===== config.mk =====
export PLATFORM = sky130hd
export DESIGN_NAME = rf_wport_arbiter
export DESIGN_NICKNAME = d
export VERILOG_FILES = /design/src/rtl/rf_wport_arbiter.sv
export SDC_FILE = /design/constraint.sdc
export NUM_CORES = 1
export LEC_CHECK = 0
export BUFFER_PORTS_ARGS = -buffer_cell sky130_fd_sc_hd__buf_2
export CORE_ASPECT_RATIO = 1.25
export CORE_MARGIN = 5
export CORE_UTILIZATION = 50
export CTS_BUF_LIST = sky130_fd_sc_hd__clkbuf_8
export CTS_CLUSTER_SIZE = 40
export DETAILED_ROUTE_END_ITERATION = 7
export HOLD_SLACK_MARGIN = 0.03
export PLACE_DENSITY_LB_ADDON = 0.25
export SKIP_CTS_REPAIR_TIMING = 1
export SYNTH_ARGS = -nofsm -noshare
export SYNTH_HDL_FRONTEND = slang
export SYNTH_SLANG_ARGS = --single-unit

===== constraint.sdc =====
create_clock -name clk -period 3 [get_ports clk]
set_input_delay 0.3 -clock clk [delete_from_list [all_inputs] [get_ports clk]]
set_output_delay 0.3 -clock clk [all_outputs]
set_load 0.05 [all_outputs]

===== src/rtl/rf_wport_arbiter.sv =====
// Register-file write-port arbiter.
// The WB stage and a buffered divider FIFO share one write port. WB normally
// wins. Divider results drain into cycles where WB does not write. A
// starvation counter forces a drain after MAX_WAIT denied cycles.
module rf_wport_arbiter #(
  parameter int DEPTH    = 2,
  parameter int MAX_WAIT = 4
) (
  input  logic        clk,
  input  logic        resetn,
  input  logic        wb_valid,
  input  logic        wb_we,
  input  logic [4:0]  wb_dest,
  input  logic [31:0] wb_data,
  input  logic [31:0] wb_pc,
  output logic        wb_ready,
  input  logic        div_valid,
  input  logic [4:0]  div_dest,
  input  logic [31:0] div_data,
  input  logic [31:0] div_pc,
  output logic        div_ready,
  output logic [40:0] wb_to_regfile_bus,
  output logic [31:0] pend_mask,
  output logic [31:0] debug_wb_pc,
  output logic [3:0]  debug_wb_rf_we,
  output logic [4:0]  debug_wb_rf_wnum,
  output logic [31:0] debug_wb_rf_wdata
);

  localparam int AW = $clog2(DEPTH);
  localparam int CW = $clog2(DEPTH + 1);
  localparam int SW = $clog2(MAX_WAIT + 1);
  localparam logic [CW-1:0] FULL_CNT = CW'(DEPTH);
  localparam logic [SW-1:0] SAT_CNT  = SW'(MAX_WAIT);

  logic [4:0]       mem_dest_q [DEPTH];
  logic [31:0]      mem_data_q [DEPTH];
  logic [31:0]      mem_pc_q   [DEPTH];
  logic [DEPTH-1:0] valid_q, valid_d;
  logic [AW-1:0]    wr_ptr_q, wr_ptr_d, rd_ptr_q, rd_ptr_d;
  logic [CW-1:0]    count_q, count_d;
  logic [SW-1:0]    starve_q, starve_d;
  logic [31:0]      pend_q, pend_d;

  logic        wb_wr, fifo_grant, push, pop, granted;
  logic [4:0]  sel_dest;
  logic [31:0] sel_data, sel_pc;
  logic [3:0]  rf_we;

  assign wb_wr      = wb_valid && wb_we;
  assign div_ready  = (count_q != FULL_CNT);
  assign push       = div_valid && div_ready;
  assign fifo_grant = (count_q != '0) && (!wb_wr || starve_q == SAT_CNT);
  assign pop        = fifo_grant;
  assign wb_ready   = !(fifo_grant && wb_wr);

  // Port select: the FIFO head when granted, otherwise the WB fields.
  always_comb begin
    sel_dest = wb_dest;
    sel_data = wb_data;
    sel_pc   = wb_pc;
    granted  = wb_wr;
    if (fifo_grant) begin
      sel_dest = mem_dest_q[rd_ptr_q];
      sel_data = mem_data_q[rd_ptr_q];
      sel_pc   = mem_pc_q[rd_ptr_q];
      // r0 is never really written; the entry still retires.
      granted  = (mem_dest_q[rd_ptr_q] != 5'd0);
    end
  end

  // rf_we is forced low while reset is asserted, ahead of any clock edge.
  assign rf_we             = {4{granted && resetn}};
  assign wb_to_regfile_bus = {rf_we, sel_dest, sel_data};
  assign debug_wb_pc       = sel_pc;
  assign debug_wb_rf_we    = rf_we;
  assign debug_wb_rf_wnum  = sel_dest;
  assign debug_wb_rf_wdata = sel_data;
  assign pend_mask         = pend_q;

  // Next-state for pointers, occupancy, starvation counter and pending mask.
  always_comb begin
    logic [4:0] dn;
    dn       = '0;
    wr_ptr_d = push ? wr_ptr_q + AW'(1) : wr_ptr_q;
    rd_ptr_d = pop  ? rd_ptr_q + AW'(1) : rd_ptr_q;
    count_d  = count_q;
    if (push && !pop) count_d = count_q + CW'(1);
    if (!push && pop) count_d = count_q - CW'(1);

    starve_d = starve_q;
    if (pop || count_q == '0)  starve_d = '0;
    else if (starve_q != SAT_CNT) starve_d = starve_q + SW'(1);

    valid_d = valid_q;
    if (pop)  valid_d[rd_ptr_q] = 1'b0;
    if (push) valid_d[wr_ptr_q] = 1'b1;

    pend_d = '0;
    for (int i = 0; i < DEPTH; i++) begin
      dn = (push && wr_ptr_q == AW'(i)) ? div_dest : mem_dest_q[i];
      if (valid_d[i]) pend_d = pend_d | (32'd1 << dn);
    end
    pend_d[0] = 1'b0;
  end

  // Control state register.
  always_ff @(posedge clk or negedge resetn) begin
    if (!resetn) begin
      wr_ptr_q <= '0;
      rd_ptr_q <= '0;
      count_q  <= '0;
      starve_q <= '0;
      valid_q  <= '0;
      pend_q   <= '0;
    end else begin
      wr_ptr_q <= wr_ptr_d;
      rd_ptr_q <= rd_ptr_d;
      count_q  <= count_d;
      starve_q <= starve_d;
      valid_q  <= valid_d;
      pend_q   <= pend_d;
    end
  end

  // FIFO payload storage; contents are meaningless until marked valid.
  always_ff @(posedge clk) begin
    if (push) begin
      mem_dest_q[wr_ptr_q] <= div_dest;
      mem_data_q[wr_ptr_q] <= div_data;
      mem_pc_q[wr_ptr_q]   <= div_pc;
    end
  end

endmodule


### After elaboration in Yosys (flattened, before gate mapping)

Memory sizes are Yosys's and may differ from the RTL's.
Index checks and enable logic that the tools add are counted.

* output and inout port bits: 148
* logic and storage cells: 70
* register bits after elaboration: 40
* memories: 3
* bits of input ports: 143
* bits in writable memories: 138

Memory list
* mem_data_q: words 2, bits a word 32, rd ports 1, clocked after memory_dff 0, wr ports 1, RTL line 37 `logic [31:0] mem_data_q [DEPTH];`
* mem_pc_q: words 2, bits a word 32, rd ports 1, clocked after memory_dff 0, wr ports 1, RTL line 38 `logic [31:0] mem_pc_q [DEPTH];`
* mem_dest_q: words 2, bits a word 5, rd ports 3, clocked after memory_dff 0, wr ports 1, RTL line 36 `logic [4:0] mem_dest_q [DEPTH];`

* reductions and logical operators: 22
* bitwise logic cells: 5
* shifts and indexed selects: 2
* equal/unequal tests: 3
* add/subtract/negate cells: 5
* mux-type cells: 20
* order comparisons: 4

Operators by type and width (count)
* 32-bit two-way mux: 4
* 1-bit by 5-bit left shift with 32-bit output, first input constant: 2
* 32-bit bitwise OR: 1
* 5-bit two-way mux: 3
* 1-bit logical AND: 11
* 2-bit two-way mux: 4
* 3-bit two-way mux: 2
* 2-bit nonzero test: 3
* 1-bit two-way mux: 5
* 5-bit nonzero test: 1
* 1-bit zero test: 4
* 1-bit by 2-bit < comparator with 1-bit output, second input constant: 2
* 3-bit by 1-bit adder with 3-bit output, second input constant: 1
* 3-bit == test, second input constant: 1
* 3-bit != test, second input constant: 1
* 1-bit adder, second input constant: 2
* 2-bit by 1-bit adder with 2-bit output, second input constant: 1
* 2-bit bitwise AND: 1
* 1-bit demux with 1-bit select: 2
* 1-bit greater-or-equal comparator, second input constant: 2
* 2-bit zero test: 1
* 1-bit logical OR: 2
* 2-bit != test, second input constant: 1
* 2-bit inverter: 1
* 3 further kinds: 3

### Logic depth before layout (Yosys ltp)

Gate-level depths: netlist (run 1).

* depth in word-level cells: 12
* mapped depth: 11
* mapped depth without buffers: 9

### Worst setup path before layout (run 1)

No wires, ideal clock.

* path type: register to output
* from: register starve_q[0]
* to: output port debug_wb_rf_we[1]
* buffers on the path: 3
* path slack: -0.120 ns
* data required time: 2.700 ns
* cell stages (with the launch flop): 10
* data arrival time: 2.820 ns
* cell sequence: dfrtp_1 -> inv_1 -> ha_1 -> nand2_1 -> a21o_1 -> clkbuf_1 -> clkbuf_1 -> inv_1 -> a21oi_1 -> buf_4

* word-level cells in the longest chain between the ends: 5

Ends and longest elaborated chain
* from (decl): RTL line 42 `logic [SW-1:0] starve_q, starve_d;`
* from (signal assigned): RTL line 120 `starve_q <= starve_d;`
* 3-bit == test: RTL line 53 `assign fifo_grant = (count_q != '0) && (!wb_wr || starve_q == SAT_CNT);`
* 1-bit logical OR: RTL line 53
* 1-bit logical AND: RTL line 53
* 1-bit two-way mux: RTL line 63 `if (fifo_grant) begin`
* 1-bit logical AND: RTL line 73 `assign rf_we = {4{granted && resetn}};`
* to (decl): RTL line 25 `output logic [3:0] debug_wb_rf_we,`

Every way passes these cells.

### Worst setup path after layout (run 1)

* from: register starve_q[0]
* to: output port wb_to_regfile_bus[31]

* word-level cells in the longest chain between the ends: 4

Ends and longest elaborated chain
* 3-bit == test: RTL line 53
* 1-bit logical OR: RTL line 53
* 1-bit logical AND: RTL line 53
* 32-bit two-way mux: RTL line 63
* to (decl): RTL line 22 `output logic [40:0] wb_to_regfile_bus,`

Every way passes these cells.

==> results.tsv, run 1 <==
stage	metric	value	unit
outcome	outcome	finished, final reports clean	
timing	Final Hold Viols	0	
hold_path	Worst Hold Class	input pin to flop	
setup_path	CP arrival	2490	ps
place	DP Area	9123	µm²
global_routing	Tot GR Track Use	19.63	%
setup_path	critical path peak fanout	77	
route	TritonRoute pass-1 iters	5	
pwr	Net Switching	0.005978	W
pwr	Int Power	0.005791	W
yosys	synth warn	0	
timing	Max Clk Rate	358.8	MHz
place	Port Buffer Count	289	
timing	clk_skew	9.668	ps
setup_path	stages on the worst setup path	8	
layout	Final nets	1039	
place	post-DP HPWL	13340	µm
floorplanning	Core ar.	15440	µm²
setup_path	most used cell, CP	nand2_1	
setup_path	CP startpoint kind	flop	
setup_path	Largest stage delay, worst path	380	ps
pwr	P per Cell Area	1150	nW/µm²
yosys	register bit total from synthesis	178	
pwr	Peak VDD IR	0.5600	mV
hold_path	min-delay src	div_data[3]	
pwr	combinational group share of total power	53.7	%
timing	min Tclk post-route	2787	ps
setup_path	slowest stage cell, crit path	dfrtp_1	
setup_path	cells along the critical path	inv_1 > ha_1 > nand2_1 > a21o_4 > buf_12 > nand2_1 > o21ai_0 > buf_2	
yosys	Netlist Area Pre-Place	7775	µm²
hold_path	hold path depth	1	
run	Max Cap Viol	0	
layout	share of cells above drive strength 1	37.46	%
floorplanning	die width	121.5	µm
clock_network	CTS sink count	178	
place	GP Congestion	0.8403	
floorplanning	Top Ports	291	
yosys	Syn Area/Cell	13.27	µm²
route	via count	5767	
pwr	Sw Share	50.79	%
yosys	number of synthesized flops with an enable pin	138	
route	drt drc	0	
clock_network	Clock transition at path regs	90	ps
layout	most frequent cells in the layout	buf_2 (289), edfxtp_1 (138), nand2_1 (82), mux2i_1 (79), dlygate4sd3_1 (64)	
clock_network	CTS Root Cell	clkbuf_8	
pwr	Sequential Power Share	30.0	%
setup_path	buffers plus inverters on the worst setup path	3	
layout	Ant. Diodes	0	
timing	Tcrit/Tclk final	92.90	%
yosys	syn nets	732	
route	DRT antenna net count	0	
clock_network	Clk Latency, worst-skew pair	450	ps
clock_network	CTS tree	done	
floorplanning	Die Area	18160	µm²
timing	worst slew slack as a fraction of its limit	57.80	%
route	wire per inst	17.22	µm
layout	Layout area overhead	31.61	%
global_routing	grt total ovfl	0	
setup_path	r2r setup slk	680	ps
pwr	leakage dissipation	4.467	nW
floorplanning	row cnt	51	
route	final WL	19240	µm
timing	Setup violations, final	0	
yosys	cell count after synthesis	586	
setup_path	CP Class	flop to primary output	
clock_network	number of CTS-inserted buffers	17	
yosys	Seq/Total Area, Yosys	66.17	%
hold_path	WHS Endpoint	mem_data_q[1][3]$_DFFE_PN_	
floorplanning	Initial Util	50.35	%
setup_path	reg2reg end	pend_mask[4]$_DFF_PN0_	
global_routing	vias in the first global route	5515	
layout	Finished Cell Area	10230	µm²
clock_network	clock buffer depth	2	
yosys	Synth cell types	43	
route	Vias/cell	5.163	
timing	RSZ-0062 raised after global routing	no	
setup_path	worst reg2reg startpoint	count_q[0]$_DFFE_PN0P_	
global_routing	pin count of the biggest net entering global routing	78	
global_routing	first-pass GRT wire length	27570	µm
layout	most common cell after layout, fill and taps aside	buf_2	
clock_network	Max H-tree Level	4	
timing	Worst Tran Pin Value	632.9	ps
timing	fin. max-slew vios	0	
floorplanning	Die Y	149.4	µm
yosys	Post-synth ARST share	22.47	%
yosys	Post-synth top flop	edfxtp_1	
setup_path	CP required	2700	ps
place	dpl ws	689.0	ps
global_routing	initial antenna violation count	0	
timing	setup slack after layout	213.1	ps
setup_path	Reg2Reg Depth	5	
pwr	Clk pwr share	16.3	%
route	DRT iter0 DRCs	324	
setup_path	CP Capture Type	primary output	
setup_path	Top delay family on crit path	buffers and inverters	
power by group through the flow:
stage                     clock network, W  registers [W]  logic, W
after floorplan                          0        0.00361   0.00514
after global placement                   0        0.00356   0.00616
after detailed placement                 0        0.00359   0.00624
after CTS                          0.00196        0.00354   0.00626
after global routing               0.00203        0.00359   0.00662
final                              0.00192        0.00353   0.00632
how the worst max path moves through the flow:
stage / end / start
after global routing: debug_wb_rf_wdata[10] / starve_q[0]$_DFFE_PN0P_
final: wb_to_regfile_bus[31] / starve_q[0]$_DFFE_PN0P_
after floorplan: wb_to_regfile_bus[0] / starve_q[0]$_DFFE_PN0P_
after global placement: wb_to_regfile_bus[11] / rd_ptr_q$_DFFE_PN0N_
after CTS: wb_to_regfile_bus[31] / starve_q[0]$_DFFE_PN0P_
after detailed placement: wb_to_regfile_bus[31] / starve_q[0]$_DFFE_PN0P_
cell type report:
type | count | area [µm²]
Fill cell | 1155 | 5210
Inverter | 6 | 22.52
Multi-Input combinational cell | 328 | 2147
Tap cell | 212 | 265.3
Clock inverter | 14 | 235.2
Clock buffer | 17 | 234.0
Timing Repair Buffer | 362 | 2180
Sequential cell | 178 | 5149
per-layer routing:
| metal | vias to the layer above | part of all wire (%) | GRT usage [%] |
|---|---|---|---|
| met5 | - | 0 | 0 |
| met4 | 0 | 3.4 | 8.184 |
| met3 | 57 | 5.7 | 5.217 |
| met2 | 244 | 54 | 35.30 |
| met1 | 2750 | 37 | 21.89 |
| li1 | 2716 | - | - |
state kept, by name, indices dropped and copies added, names as in the netlist:
register and count:
count_q 2, mem_data_q 64, mem_dest_q 10, mem_pc_q 64, pend_mask 31, rd_ptr_q 1
starve_q 3, valid_q 2, wr_ptr_q 1
metrics by stage:
stage / hold slack (ps) / cells / util, % / power (W) / TNS [ps]
after global routing: 33.65 / 1117 / 66.26 / 0.01224 / 0
after detailed placement: 401.3 / 1022 / 59.07 / 0.009837 / 0
final: 58.99 / 1117 / 66.26 / 0.01177 / 0
after CTS: -100.3 / 1053 / 62.11 / 0.01176 / 0
after floorplan: 4.409 / 586 / - / 0.008744 / -724.4
after global placement: 395.6 / 1022 / 59.07 / 0.009721 / 0
cell usage after synthesis (2+ instances only):
master | n | area [µm²]
a21o_1 | 2 | 15.01
buf_6 | 3 | 33.78
nand3b_1 | 3 | 22.52
nor2b_1 | 3 | 18.77
nand2_1 | 82 | 307.8
ha_1 | 3 | 37.54
nor4b_1 | 2 | 17.52
nor2_8 | 2 | 40.04
buf_2 | 2 | 10.01
or3_4 | 2 | 22.52
a22o_1 | 2 | 17.52
and2_1 | 2 | 12.51
or2_2 | 2 | 12.51
buf_4 | 45 | 337.8
a21oi_1 | 3 | 15.01
o22ai_1 | 28 | 175.2
nand2b_1 | 5 | 31.28
buf_1 | 5 | 18.77
clkbuf_1 | 19 | 71.32
dfrtp_1 | 40 | 1001
o21ai_0 | 73 | 365.4
nor2_1 | 8 | 30.03
xnor2_1 | 3 | 26.28
edfxtp_1 | 138 | 4144
mux2i_1 | 79 | 790.8
o32ai_1 | 4 | 35.03
nand3_1 | 4 | 20.02
inv_1 | 6 | 22.52
or3_1 | 2 | 12.51
kinds of logic (layout without fill, tap and decap cells):
family / Yosys count / count (layout) / share of synthesized area (%)
AO/OA/AOI/OAI: 116 / 116 / 8.400
XOR/XNOR: 4 / 4 / 0.4507
adder cells (fa/ha/maj): 3 / 3 / 0.4828
buffers and inverters: 80 / 399 / 6.357
flip-flops: 178 / 178 / 66.17
multiplexers: 81 / 81 / 10.51
other: 1 / 1 / 0.04823
AND/OR/NAND/NOR: 123 / 123 / 7.580
Power figures use the tool's default switching activity.
==> inputs of run 2 (changes only) <==
--- a/config.mk
+++ b/config.mk
@@ -10,10 +10,11 @@
 export CORE_MARGIN = 5
 export CORE_UTILIZATION = 50
 export CTS_BUF_LIST = sky130_fd_sc_hd__clkbuf_8
-export CTS_CLUSTER_SIZE = 40
+export CTS_CLUSTER_SIZE = 14
 export DETAILED_ROUTE_END_ITERATION = 7
 export HOLD_SLACK_MARGIN = 0.03
 export PLACE_DENSITY_LB_ADDON = 0.25
+export RECOVER_POWER = 25
 export SKIP_CTS_REPAIR_TIMING = 1
 export SYNTH_ARGS = -nofsm -noshare
 export SYNTH_HDL_FRONTEND = slang
==> run 2 against run 1 <==
Non-clock buffer count unchanged. Combinational power barely moved. Utilization down 0.36 points. Critical path type unchanged. First-iteration DRC count fell by 0.62%. Setup slack improved by 1.3 ps. Routed wire length is 0.33% lower. Sequential cell count unchanged. Worst hold slack better by 29 ps. Total power fell by 0.13%. Fmax is essentially flat.
==> results.tsv, run 2 (synthesis results as in run 1) <==
stage	metric	value	unit
outcome	outcome	finished, final reports clean	
timing	final hold slack	88.49	ps
route	via count	5742	
global_routing	pin count of the biggest net entering global routing	78	
pwr	P per Cell Area	1155	nW/µm²
layout	Final nets	1039	
place	GP Congestion	0.8403	
route	drt drc	0	
floorplanning	Core ar.	15440	µm²
floorplanning	Die Area	18160	µm²
setup_path	CP startpoint kind	flop	
place	post-DP HPWL	13340	µm
setup_path	most used cell, CP	nand2_1	
layout	most frequent cells in the layout	buf_2 (245), edfxtp_1 (138), nand2_1 (82), mux2i_1 (79), dlygate4sd3_1 (64)	
timing	Max Clk Rate	359.0	MHz
pwr	Power Total	0.01175	W
global_routing	Tot GR Track Use	19.63	%
setup_path	slowest stage cell, crit path	dfrtp_1	
layout	share of cells above drive strength 1	32.60	%
global_routing	grt total ovfl	0	
timing	Setup violations, final	0	
timing	fin. max-slew vios	0	
clock_network	CTS Root Cell	clkbuf_8	
floorplanning	Top Ports	291	
layout	Layout area overhead	30.90	%
timing	setup TNS	0	ps
setup_path	CP Capture Type	primary output	
route	wire per inst	17.16	µm
floorplanning	Die Y	149.4	µm
clock_network	Clock transition at path regs	90	ps
setup_path	CP Class	flop to primary output	
timing	min Tclk post-route	2786	ps
layout	final non-filler cell total	1117	
global_routing	first-pass GRT wire length	27570	µm
floorplanning	Initial Util	50.35	%
pwr	leakage dissipation	4.346	nW
route	final WL	19170	µm
layout	Ant. Diodes	0	
floorplanning	die width	121.5	µm
setup_path	CP arrival	2490	ps
clock_network	clock buffer depth	2	
layout	most common cell after layout, fill and taps aside	buf_2	
timing	RSZ-0062 raised after global routing	no	
timing	clk_skew	9.577	ps
setup_path	cells along the critical path	inv_1 > ha_1 > nand2_1 > a21o_4 > buf_12 > nand2_1 > o21ai_0 > buf_2	
place	Port Buffer Count	289	
timing	Tcrit/Tclk final	92.85	%
clock_network	Max H-tree Level	4	
pwr	Peak VDD IR	0.5577	mV
setup_path	critical path peak fanout	77	
timing	Final Hold Viols	0	
timing	worst slew slack as a fraction of its limit	58.39	%
global_routing	vias in the first global route	5515	
setup_path	CP required	2700	ps
setup_path	Largest stage delay, worst path	380	ps
floorplanning	row cnt	51	
clock_network	CTS tree	done	
layout	Final Util	65.91	%
clock_network	number of CTS-inserted buffers	17	
hold_path	Worst Hold Class	input pin to flop	
route	Vias/cell	5.141	
clock_network	CTS sink count	178	
place	Cells after DPL	1022	
route	DRT iter0 DRCs	322	
route	TritonRoute pass-1 iters	5	
clock_network	Clk Latency, worst-skew pair	450	ps
timing	Worst Tran Pin Value	621.4	ps
global_routing	initial antenna violation count	0	
run	Max Cap Viol	0	
route	DRT antenna net count	0	
[run 2: power breakdown]
part | leakage [nW] | switching (W) | internal, W
registers | 1.82 | 0.000277 | 0.00326
clock network | 0.232 | 0.000843 | 0.00107
logic | 2.29 | 0.00485 | 0.00146
[run 2: area by class of cell]
cell class | count | area, µm²
clock inverters | 14 | 235.2
fillers | 1190 | 5265
flip-flops and latches | 178 | 5149
well taps | 212 | 265.3
clock buffers | 17 | 234.0
multi-input cells | 328 | 2147
inverters | 6 | 22.52
repair buffers | 362 | 2125
[run 2: worst max-delay path, delay by kind of cell (launching register included)]
kind,cells,cell delay (ps)
adders and majority gates,1,180
buffers and inverters,3,660
DFF,1,380
and+or+nand+nor,2,220
AOI/OAI and AO/OA,2,490
[run 2: stage by stage]
step                      cell area, µm²  setup WS [ps]
after floorplan                     7779         -61.51
final                              10180          214.4
after global routing               10180          44.36
after CTS                           9592          180.0
after global placement              9123          811.0
after detailed placement            9123          689.0
[run 2: path summary, 6_finish.rpt]
kind	startpoint	endpoint	slack (ps)	depth (start not counted)
setup / recovery	starve_q[0]$_DFFE_PN0P_	wb_to_regfile_bus[31]	210	8
hold / removal	div_data[3]	mem_data_q[1][3]$_DFFE_PN_	90	1
setup reg to reg	count_q[0]$_DFFE_PN0P_	pend_mask[11]$_DFF_PN0_	670	6
hold reg to reg	starve_q[0]$_DFFE_PN0P_	starve_q[0]$_DFFE_PN0P_	470	1
max in group asynchronous	resetn	rd_ptr_q$_DFFE_PN0N_	2170	3
min in group asynchronous	resetn	rd_ptr_q$_DFFE_PN0N_	460	3
[run 2: layer usage]
layer	GRT usage, %	part of all wire, %	up-vias
met1	21.89	37	2740
met5	0	0	-
met4	8.184	3.3	0
li1	-	-	2716
met3	5.217	5.7	54
met2	35.30	54	232
==> inputs of run 3 (changes only) <==
--- a/config.mk
+++ b/config.mk
@@ -5,7 +5,9 @@
 export SDC_FILE = /design/constraint.sdc
 export NUM_CORES = 1
 export LEC_CHECK = 0
+export ABC_AREA = 1
 export BUFFER_PORTS_ARGS = -buffer_cell sky130_fd_sc_hd__buf_2
+export CAP_MARGIN = 30
 export CORE_ASPECT_RATIO = 1.25
 export CORE_MARGIN = 5
 export CORE_UTILIZATION = 50
@@ -13,6 +15,7 @@
 export CTS_CLUSTER_SIZE = 14
 export DETAILED_ROUTE_END_ITERATION = 7
 export HOLD_SLACK_MARGIN = 0.03
+export MAX_ROUTING_LAYER = met4
 export PLACE_DENSITY_LB_ADDON = 0.25
 export RECOVER_POWER = 25
 export SKIP_CTS_REPAIR_TIMING = 1
==> run 3 against run 2 <==
Total power increased by 4.2%. Sequential power decreased by 2%. Global-route usage grew 3.3 points. Final area grew 3.5%. Die area increased by 6.3%. Area after synthesis increased by 6.9%. Worst hold slack better by 58 ps. Clock power shrank 24%. Critical path depth is 2 higher. Synthesized cell count grew 41%. Sequential share of layout area decreased by 1.7 points. Largest cell class unchanged.
==> results.tsv, run 3 <==
stage	metric	value	unit
clock_network	CTS sink count	178	
yosys	cell count after synthesis	827	
place	GP Congestion	0.9485	
yosys	syn nets	973	
timing	setup TNS	0	ps
timing	clk_skew	10.12	ps
timing	Tcrit/Tclk final	88.12	%
setup_path	CP Capture Type	primary output	
timing	fin. max-slew vios	0	
route	drt drc	0	
hold_path	min-delay src	div_dest[2]	
yosys	Synth cell types	29	
setup_path	reg2reg end	count_q[1]$_DFFE_PN0P_	
place	Port Buffer Count	289	
timing	Max Clk Rate	378.3	MHz
hold_path	hold path depth	1	
layout	Final nets	1266	
yosys	Post-synth top flop	edfxtp_1	
yosys	Netlist Area Pre-Place	8308	µm²
yosys	most frequent cell after synthesis	nand3_1	
layout	most common cell after layout, fill and taps aside	buf_2	
setup_path	CP Class	flop to primary output	
timing	Setup violations, final	0	
layout	fillers	1355	
global_routing	first-pass GRT wire length	33810	µm
timing	Final Hold Viols	0	
pwr	leakage dissipation	4.806	nW
layout	Final Util	64.75	%
route	final WL	22880	µm
yosys	number of synthesized flops with an enable pin	138	
floorplanning	Die Y	154.1	µm
clock_network	Clk Latency, worst-skew pair	450	ps
place	Cells after DPL	1251	
timing	min Tclk post-route	2644	ps
layout	Layout area overhead	26.76	%
clock_network	clock buffer depth	2	
global_routing	pin count of the biggest net entering global routing	97	
layout	Multi-input gate area	2477	µm²
yosys	Synth top area share	49.88	%
clock_network	CTS tree	done	
floorplanning	Initial Util	51.08	%
timing	final hold slack	146.8	ps
timing	worst slew slack as a fraction of its limit	49.50	%
run	Max Cap Viol	0	
floorplanning	Top Ports	291	
global_routing	grt total ovfl	0	
clock_network	CTS Root Cell	clkbuf_8	
clock_network	Max H-tree Level	4	
setup_path	CP arrival	2340	ps
floorplanning	die width	125.3	µm
route	DRT iter0 DRCs	530	
yosys	dominant cells by area after synthesis	edfxtp_1 (50%), nand3_1 (14%), dfrtp_1 (12%), nand2_1 (9.1%), buf_4 (4.5%)	
clock_network	Clock transition at path regs	90	ps
route	Vias/cell	5.186	
outcome	outcome	finished, final reports clean	
setup_path	r2r setup slk	880	ps
clock_network	number of CTS-inserted buffers	17	
global_routing	Tot GR Track Use	22.92	%
yosys	Post-synth ARST share	22.47	%
yosys	Post-synth top cells	nand3_1 (227), nand2_1 (202), edfxtp_1 (138)	
layout	final non-filler cell total	1349	
route	wire per inst	16.96	µm
floorplanning	Die Area	19310	µm²
global_routing	vias in the first global route	6375	
floorplanning	row cnt	52	
pwr	P per Cell Area	1163	nW/µm²
yosys	register bit total from synthesis	178	
setup_path	worst reg2reg startpoint	starve_q[0]$_DFFE_PN0P_	
yosys	Seq/Total Area, Yosys	61.93	%
pwr	Power Total	0.01225	W
layout	most frequent cells in the layout	buf_2 (250), nand3_1 (227), nand2_1 (202), edfxtp_1 (138), dlygate4sd3_1 (66)	
floorplanning	Core ar.	16270	µm²
route	via count	6996	
hold_path	Worst Hold Class	input pin to flop	
setup_path	Reg2Reg Depth	11	
route	TritonRoute pass-1 iters	5	
setup_path	CP startpoint kind	flop	
route	DRT antenna net count	0	
timing	RSZ-0062 raised after global routing	no	
yosys	synth warn	0	
hold_path	WHS Endpoint	mem_dest_q[1][2]$_DFFE_PN_	
pwr	Peak VDD IR	0.6609	mV
layout	FF+latch area	5146	µm²
place	post-DP HPWL	15530	µm
timing	Worst Tran Pin Value	757.5	ps
yosys	Syn Area/Cell	10.05	µm²
global_routing	initial antenna violation count	1	
layout	share of cells above drive strength 1	27.83	%
setup_path	critical path peak fanout	96	
yosys	Yosys top cell by area	edfxtp_1	
setup_path	CP required	2700	ps
## run 3: changes by cell type after synthesis, moves of 28 or more
cell     delta
o22ai_1    -28
nor2_1     +43
nand3_1   +223
nand2_1   +120
mux2i_1    -79
o21ai_0    -64
## run 3: layout make-up
cell class / instances / share of cell area, %
sequential: 178 / 48.87
multi-input combinational: 528 / 23.52
timing repair buffer: 366 / 20.71
tap: 216 / 2.566
clock buffer: 17 / 2.222
clock inverter: 14 / 1.046
inverter: 29 / 1.046
antenna: 1 / 0.02376
## run 3: layer usage
| metal | vias up | track usage (%) | part of all wire [%] |
|---|---|---|---|
| li1 | 3383 | - | - |
| met1 | 3240 | 26.48 | 38 |
| met2 | 320 | 39.48 | 53 |
| met3 | 53 | 3.782 | 6.1 |
| met4 | 0 | 10.02 | 3.5 |
| met5 | - | - | 0 |
## run 3: where the power goes
| part | switching (W) | total [W] | internal [W] |
|---|---|---|---|
| registers | 0.000192 | 0.00345 | 0.00326 |
| clock network | 0.000868 | 0.00145 | 0.000583 |
| logic | 0.00590 | 0.00735 | 0.00145 |
## run 3: worst max path at each step
stage / cells past startpoint / endpoint / slack (ps) / from
floorplan: 10 / pend_mask[8]$_DFF_PN0_ / 70 / count_q[0]$_DFFE_PN0P_
global placement: 5 / wb_to_regfile_bus[40] / 850 / rd_ptr_q$_DFFE_PN0N_
detailed placement: 10 / debug_wb_rf_wdata[1] / 810 / starve_q[0]$_DFFE_PN0P_
CTS: 10 / debug_wb_rf_wdata[1] / 300 / starve_q[0]$_DFFE_PN0P_
global route: 10 / debug_wb_rf_wdata[1] / 140 / starve_q[0]$_DFFE_PN0P_
finish: 10 / debug_wb_rf_wdata[1] / 360 / starve_q[0]$_DFFE_PN0P_
## run 3: worst max-delay path, cell delays in order (launching register included)
cell	delay (ps)
dfrtp_1	400
inv_1	60
ha_1	130
nand2_1	60
nand2_1	120
nand2_2	90
clkinv_2	80
buf_12	300
nand3_1	120
nand3_1	200
buf_2	290
## run 3: cells by family (layout without fill, tap and decap cells)
kind of cell | after synthesis | after routing | share of synthesized area, %
AND/OR/NAND/NOR | 503 | 503 | 27.47
flip-flops | 178 | 178 | 61.93
buffers and inverters | 121 | 426 | 8.253
AO/OA/AOI/OAI | 18 | 18 | 1.536
adder cells (fa/ha/maj) | 3 | 3 | 0.4519
XOR/XNOR | 3 | 3 | 0.3163
other | 1 | 2 | 0.04514
## run 3: through the flow
| stage | setup slack, ps | instance area (µm²) |
|---|---|---|
| after floorplan | 72.76 | 8308 |
| after global placement | 845.5 | 9570 |
| after detailed placement | 809.1 | 9570 |
| after CTS | 300.3 | 9915 |
| after global routing | 138.2 | 10530 |
| final | 356.4 | 10530 |
